--- src/rtl/pipe_hazard_ctrl_if.sv ---
// Hazard controller bundle: decode/execute hazard inputs and pipeline controls.
// master = pipeline datapath side, slave = hazard controller side.
interface pipe_hazard_ctrl_if;
    logic [4:0] ifid_rs_i;
    logic [4:0] ifid_rt_i;
    logic       idex_memread_i;
    logic [4:0] idex_rt_i;
    logic       branch_taken_i;
    logic       mem_busy_i;
    logic       pc_write_o;
    logic       ifid_write_o;
    logic       ifid_flush_o;
    logic       idex_flush_o;
    logic       exmem_flush_o;
    logic [1:0] state_o;

    modport master (
        output ifid_rs_i, ifid_rt_i, idex_memread_i, idex_rt_i,
        output branch_taken_i, mem_busy_i,
        input  pc_write_o, ifid_write_o, ifid_flush_o,
        input  idex_flush_o, exmem_flush_o, state_o
    );

    modport slave (
        input  ifid_rs_i, ifid_rt_i, idex_memread_i, idex_rt_i,
        input  branch_taken_i, mem_busy_i,
        output pc_write_o, ifid_write_o, ifid_flush_o,
        output idex_flush_o, exmem_flush_o, state_o
    );
endinterface

--- src/rtl/pipe_hazard_ctrl.sv ---
// Pipeline hazard FSM: load-use stall, branch flush, memory-wait freeze.
// Define HAZARD_PERF_EN to add saturating stall/flush performance counters.
module pipe_hazard_ctrl #(
    parameter int FLUSH_LEN = 1,
    parameter int CNT_W     = 16
) (
    input  logic               clk_i,
    input  logic               rst_i,
    pipe_hazard_ctrl_if.slave  hz
`ifdef HAZARD_PERF_EN
    ,
    output logic [CNT_W-1:0]   stall_cnt_o,
    output logic [CNT_W-1:0]   flush_cnt_o
`endif
);

    typedef enum logic [1:0] {
        RUN      = 2'd0,
        LU_STALL = 2'd1,
        FLUSH    = 2'd2,
        MEM_WAIT = 2'd3
    } state_t;

    state_t     r_state;
    state_t     w_state_nxt;
    state_t     r_ret;
    state_t     w_ret_nxt;
    logic [2:0] r_fcnt;
    logic [2:0] w_fcnt_nxt;

    logic w_lu_hit;
    logic w_pc_we;
    logic w_ifid_we;
    logic w_ifid_fl;
    logic w_idex_fl;
    logic w_exmem_fl;

    assign w_lu_hit = hz.idex_memread_i
                   && (hz.idex_rt_i != 5'd0)
                   && ((hz.idex_rt_i == hz.ifid_rs_i)
                    || (hz.idex_rt_i == hz.ifid_rt_i));

    always_ff @(posedge clk_i) begin
        if (rst_i) begin
            r_state <= RUN;
            r_ret   <= RUN;
            r_fcnt  <= 3'd0;
        end else begin
            r_state <= w_state_nxt;
            r_ret   <= w_ret_nxt;
            r_fcnt  <= w_fcnt_nxt;
        end
    end

    always_comb begin
        w_state_nxt = r_state;
        w_ret_nxt   = r_ret;
        w_fcnt_nxt  = r_fcnt;
        w_pc_we     = 1'b1;
        w_ifid_we   = 1'b1;
        w_ifid_fl   = 1'b0;
        w_idex_fl   = 1'b0;
        w_exmem_fl  = 1'b0;

        if (hz.mem_busy_i) begin
            w_pc_we   = 1'b0;
            w_ifid_we = 1'b0;
            if (r_state != MEM_WAIT) begin
                w_ret_nxt   = r_state;
                w_state_nxt = MEM_WAIT;
            end
        end else begin
            unique case (r_state)
                MEM_WAIT: begin
                    // Recovery cycle: still frozen, resume next cycle
                    w_pc_we     = 1'b0;
                    w_ifid_we   = 1'b0;
                    w_state_nxt = r_ret;
                end
                FLUSH: begin
                    w_ifid_fl = 1'b1;
                    w_idex_fl = 1'b1;
                    if (r_fcnt <= 3'd1) begin
                        w_fcnt_nxt  = 3'd0;
                        w_state_nxt = RUN;
                    end else begin
                        w_fcnt_nxt = r_fcnt - 3'd1;
                    end
                end
                RUN, LU_STALL: begin
                    if (hz.branch_taken_i) begin
                        w_ifid_fl  = 1'b1;
                        w_idex_fl  = 1'b1;
                        w_exmem_fl = 1'b1;
                        if (FLUSH_LEN > 1) begin
                            w_fcnt_nxt  = 3'(FLUSH_LEN - 1);
                            w_state_nxt = FLUSH;
                        end else begin
                            w_state_nxt = RUN;
                        end
                    end else if (w_lu_hit && (r_state == RUN)) begin
                        w_pc_we     = 1'b0;
                        w_ifid_we   = 1'b0;
                        w_idex_fl   = 1'b1;
                        w_state_nxt = LU_STALL;
                    end else begin
                        w_state_nxt = RUN;
                    end
                end
            endcase
        end
    end

    assign hz.pc_write_o    = w_pc_we    & ~rst_i;
    assign hz.ifid_write_o  = w_ifid_we  & ~rst_i;
    assign hz.ifid_flush_o  = w_ifid_fl  & ~rst_i;
    assign hz.idex_flush_o  = w_idex_fl  & ~rst_i;
    assign hz.exmem_flush_o = w_exmem_fl & ~rst_i;
    assign hz.state_o       = r_state;

`ifdef HAZARD_PERF_EN
    logic [CNT_W-1:0] r_stall_cnt;
    logic [CNT_W-1:0] r_flush_cnt;

    always_ff @(posedge clk_i) begin
        if (rst_i) begin
            r_stall_cnt <= '0;
            r_flush_cnt <= '0;
        end else begin
            if (!w_pc_we && (r_stall_cnt != '1))
                r_stall_cnt <= r_stall_cnt + 1'b1;
            if (w_ifid_fl && (r_flush_cnt != '1))
                r_flush_cnt <= r_flush_cnt + 1'b1;
        end
    end

    assign stall_cnt_o = r_stall_cnt;
    assign flush_cnt_o = r_flush_cnt;
`endif

endmodule
--- src/flat_wrapper.sv ---
// flat-port wrapper written by rule: the top's interface ports become plain ports
module pipe_hazard_ctrl_flat 
#(
    parameter int FLUSH_LEN = 1,
    parameter int CNT_W     = 16
)
  (clk_i, rst_i, hz_ifid_rs_i, hz_ifid_rt_i, hz_idex_memread_i, hz_idex_rt_i, hz_branch_taken_i, hz_mem_busy_i, hz_pc_write_o, hz_ifid_write_o, hz_ifid_flush_o, hz_idex_flush_o, hz_exmem_flush_o, hz_state_o);
  pipe_hazard_ctrl_if hz_i ();
  input  logic clk_i;
  input  logic rst_i;
  input wire logic [$bits(hz_i.ifid_rs_i)-1:0] hz_ifid_rs_i;
  input wire logic [$bits(hz_i.ifid_rt_i)-1:0] hz_ifid_rt_i;
  input wire logic [$bits(hz_i.idex_memread_i)-1:0] hz_idex_memread_i;
  input wire logic [$bits(hz_i.idex_rt_i)-1:0] hz_idex_rt_i;
  input wire logic [$bits(hz_i.branch_taken_i)-1:0] hz_branch_taken_i;
  input wire logic [$bits(hz_i.mem_busy_i)-1:0] hz_mem_busy_i;
  output wire logic [$bits(hz_i.pc_write_o)-1:0] hz_pc_write_o;
  output wire logic [$bits(hz_i.ifid_write_o)-1:0] hz_ifid_write_o;
  output wire logic [$bits(hz_i.ifid_flush_o)-1:0] hz_ifid_flush_o;
  output wire logic [$bits(hz_i.idex_flush_o)-1:0] hz_idex_flush_o;
  output wire logic [$bits(hz_i.exmem_flush_o)-1:0] hz_exmem_flush_o;
  output wire logic [$bits(hz_i.state_o)-1:0] hz_state_o;
  assign hz_i.ifid_rs_i = hz_ifid_rs_i;
  assign hz_i.ifid_rt_i = hz_ifid_rt_i;
  assign hz_i.idex_memread_i = hz_idex_memread_i;
  assign hz_i.idex_rt_i = hz_idex_rt_i;
  assign hz_i.branch_taken_i = hz_branch_taken_i;
  assign hz_i.mem_busy_i = hz_mem_busy_i;
  assign hz_pc_write_o = hz_i.pc_write_o;
  assign hz_ifid_write_o = hz_i.ifid_write_o;
  assign hz_ifid_flush_o = hz_i.ifid_flush_o;
  assign hz_idex_flush_o = hz_i.idex_flush_o;
  assign hz_exmem_flush_o = hz_i.exmem_flush_o;
  assign hz_state_o = hz_i.state_o;
  pipe_hazard_ctrl #(.FLUSH_LEN(FLUSH_LEN), .CNT_W(CNT_W)) u_core (.clk_i(clk_i), .rst_i(rst_i), .hz(hz_i));
endmodule
--- config.mk ---
export PLATFORM = sky130hd
export DESIGN_NAME = pipe_hazard_ctrl_flat
export DESIGN_NICKNAME = d
export VERILOG_FILES = /design/src/rtl/pipe_hazard_ctrl_if.sv /design/src/rtl/pipe_hazard_ctrl.sv /design/src/flat_wrapper.sv
export SDC_FILE = /design/constraint.sdc
export NUM_CORES = 1
export LEC_CHECK = 0
export CELL_PAD_IN_SITES_DETAIL_PLACEMENT = 0
export CELL_PAD_IN_SITES_GLOBAL_PLACEMENT = 1
export CORE_MARGIN = 1.5
export CORE_UTILIZATION = 27
export DETAILED_ROUTE_END_ITERATION = 7
export MAX_ROUTING_LAYER = met4
export PLACE_DENSITY = 0.79
export REMOVE_ABC_BUFFERS = 1
export SETUP_SLACK_MARGIN = 0.4
export SLEW_MARGIN = 20
export SYNTH_ARGS = -nofsm -noshare
export SYNTH_HDL_FRONTEND = slang
export SYNTH_SLANG_ARGS = --single-unit
--- constraint.sdc ---
create_clock -name clk_i -period 1.6 [get_ports clk_i]
set_input_delay 0.24 -clock clk_i [delete_from_list [all_inputs] [get_ports clk_i]]
set_output_delay 0.24 -clock clk_i [all_outputs]
set_load 0.01 [all_outputs]
==> reports/summary.txt <==
multi-input logic area: 449 sq um
DP HPWL: 1170 microns
largest vdd supply drop: 0.577 mV
final core occ: 58.0%
Net Sw Frac: 28.1%
top post-synthesis cells by area: dfxtp_1 (26%), xor2_1 (16%), nor2_1 (5.6%)
placed insts: 126
most common cell in the synthesized netlist: xor2_1
CP max FO: 3
Initial Utilization: 29.8%
Top delay family on crit path: simple AND/OR/NAND/NOR gates
nature of the critical path endpoint: output port
worst r2r path cells: 6
Synth top area share: 26.1%
clock latency on the worst-skew pair: 0.25 ns
Die Y: 47.6 microns
Synth area leader: dfxtp_1
Congestion Overflow GR: 0
Tot GR Track Use: 16.7%
CP arrival: 1.40 ns
# setup viols final: 2
max cap viols: 0
Synth Register Bits: 7
Worst Path Required: 1.36 ns
Synth Warn #: 0
Critical-path top delay cell: or4_4
Vias: 616
Least-Margin Pin Slew: 0.238 ns
# clock sinks: 7
Detailed Routing Iterations Pass 1: 2
post-route ant nets: 0
H-tree levels: 1
Register Area: 144 sq um
Worst slew margin: 84.0%
Hold Path Class: primary input to register
critical path class: primary input to output port
initial antenna violation count: 0
Tmin final: 1.64 ns
Mapped Cells: 63
worst path cell trace: buf_6 > or4_4 > o211ai_2 > o311a_1 > buf_2
Hold Path Depth: 3
crit share post-route: 103%
die width: 47.6 microns
RSZ-0062 raised after global routing: yes
Post-synth ARST share: 0%
drt total wl: 1620 microns
fill count: 182
buffer depth of the longest clock path: 2
largest net degree at the start of global routing: 10
Comb power frac: 34.1%
Lkg Pwr: 0.456 nW
number of DRC markers in iteration 0: 6
Max Clk Rate: 608 MHz
DRC Markers: 0
vias in the first global route: 600
Worst-path clk slew: 0.05 ns
Final Net Count: 132
Flop pwr share: 35.4%
worst path buffer plus inverter count: 2
Via density: 4.60
DIE AREA: 2260 sq um
layout cell share with drive strength beyond 1: 47.7%
Mapped Avg Cell Area: 8.52 sq um
Core Area: 1800 sq um
clock network fraction of total power: 30.5%
switching power: 0.000148 W
Post-synth top flop: dfxtp_1
EDFF count, synth: 0
status: complete, but fails checks
CTS tree: yes
clock root buffer: clkbuf_4
Internal: 0.000379 W
TritonCTS Buffers: 3
max-slew violation count: 0
global placer's final weighted congestion: 0.739
clk_skew: 0.000206 ns
DR WL/cell: 12.1 microns
# diodes: 0
global-route wire length before repair: 2550 microns
post-synthesis sequential area ratio: 26.1%
Layout area overhead: 94.6%
Pwr Density: 504 nW/um^2
final non-filler cell total: 134
Synth cell types: 28
synth cell count leaders: xor2_1 (10), nor2_1 (8), dfxtp_1 (7), nor3_1 (5), nand2_1 (3)
Port Buffer Count: 26
failing checks: setup timing
Netlist Area Pre-Place: 537 sq um
Worst Setup Slack, final: -0.0443 ns
Final Power: 0.000526 W
Startpoint Class: primary input
crit-path max cell delay: 0.52 ns
io pins: 27
pre-CTS setup slack: -0.804 ns
Levels on crit path: 5
final hold vios: 0
Cell Rows: 15
[sequential cells by signal, indices dropped and copies added (netlist names)]
name               cells
u_core.r_fcnt          3
u_core.hz.state_o      2
u_core.r_ret           2
[worst min-delay path, delay by kind of cell]
kind / cells / cell delay (ns)
buf+inv: 2 / 0.42
compound gates: 1 / 0.04
[stage by stage]
stage	cell area (sq um)	setup TNS [ns]	hold slack [ns]
6_report	1040	-0.0850	0.489
5_1_grt	1040	-0.228	0.499
4_1_cts	1010	-0.173	0.481
3_5_place_dp	922	-3.09	0.477
3_3_place_gp	922	-2.94	0.469
2_1_floorplan	526	0	0.309
[power groups by stage]
stage          clock network [W]   logic, W  registers, W
2_1_floorplan                  0  0.0000528      0.000192
3_3_place_gp                   0   0.000167      0.000189
3_5_place_dp                   0   0.000169      0.000189
4_1_cts                 0.000170   0.000171      0.000186
5_1_grt                 0.000175   0.000194      0.000187
6_report                0.000160   0.000180      0.000186
[placed cells by master, fill, tap and decap left out, types with 2 or more instances in the layout]
master and instances:
buf_2 7, ha_1 2, dfxtp_1 4, nor2b_1 2, or2b_1 2, clkdlybuf4s15_1 5, a31oi_1 2, buf_4 10
dfxtp_2 3, buf_6 12, clkbuf_4 3, nand2_1 3, nor3_1 2, nor3_2 2, xor2_1 10, dlygate4sd2_1 8
nor2_1 7, inv_1 2
[area by class of cell]
| type | count | share of cell area, % |
|---|---|---|
| Multi-Input combinational cell | 52 | 43.0 |
| Clock buffer | 4 | 2.51 |
| Tap cell | 25 | 2.99 |
| Timing Repair Buffer | 44 | 37.0 |
| Sequential cell | 7 | 13.8 |
| Inverter | 2 | 0.719 |
[kinds of logic (layout without fill, tap and decap cells)]
family | count (synthesis) | after routing | synth area share [%]
buffers and inverters | 4 | 50 | 3.50
xor gates and xnor gates | 10 | 10 | 16.3
DFF | 7 | 7 | 26.1
adders and majority gates | 2 | 2 | 4.66
and+or+nand+nor | 26 | 26 | 27.0
AOI/OAI and AO/OA | 13 | 13 | 20.3
muxes | 1 | 1 | 2.10
[metal layers]
layer / GRT usage, % / vias to the layer above / wire length (microns)
li1: - / 315 / -
met1: 17.0 / 290 / 699
met2: 31.1 / 11 / 870
met3: 5.66 / 0 / 51
met4: 3.24 / 0 / 0
met5: - / - / 0
[final timing paths]
check / from / end / slack, ns
worst max-delay path: hz_idex_rt_i[3] / hz_pc_write_o / -0.04
worst min-delay path: rst_i / u_core.hz.state_o[1] / 0.49
worst max register to register: u_core.r_fcnt[1] / u_core.hz.state_o[0] / 0.07
worst min register to register: u_core.r_ret[1] / u_core.r_ret[1] / 0.50
[what timing repair did]
action                     CTS  global route
buffers inserted             3             1
gates cloned                 0             0
pin swaps                   15             8
setup endpoints to repair   11            11
gates resized for setup     87             8
hold buffers                 0             0
Note: power is estimated with default switching activity, not from simulation.
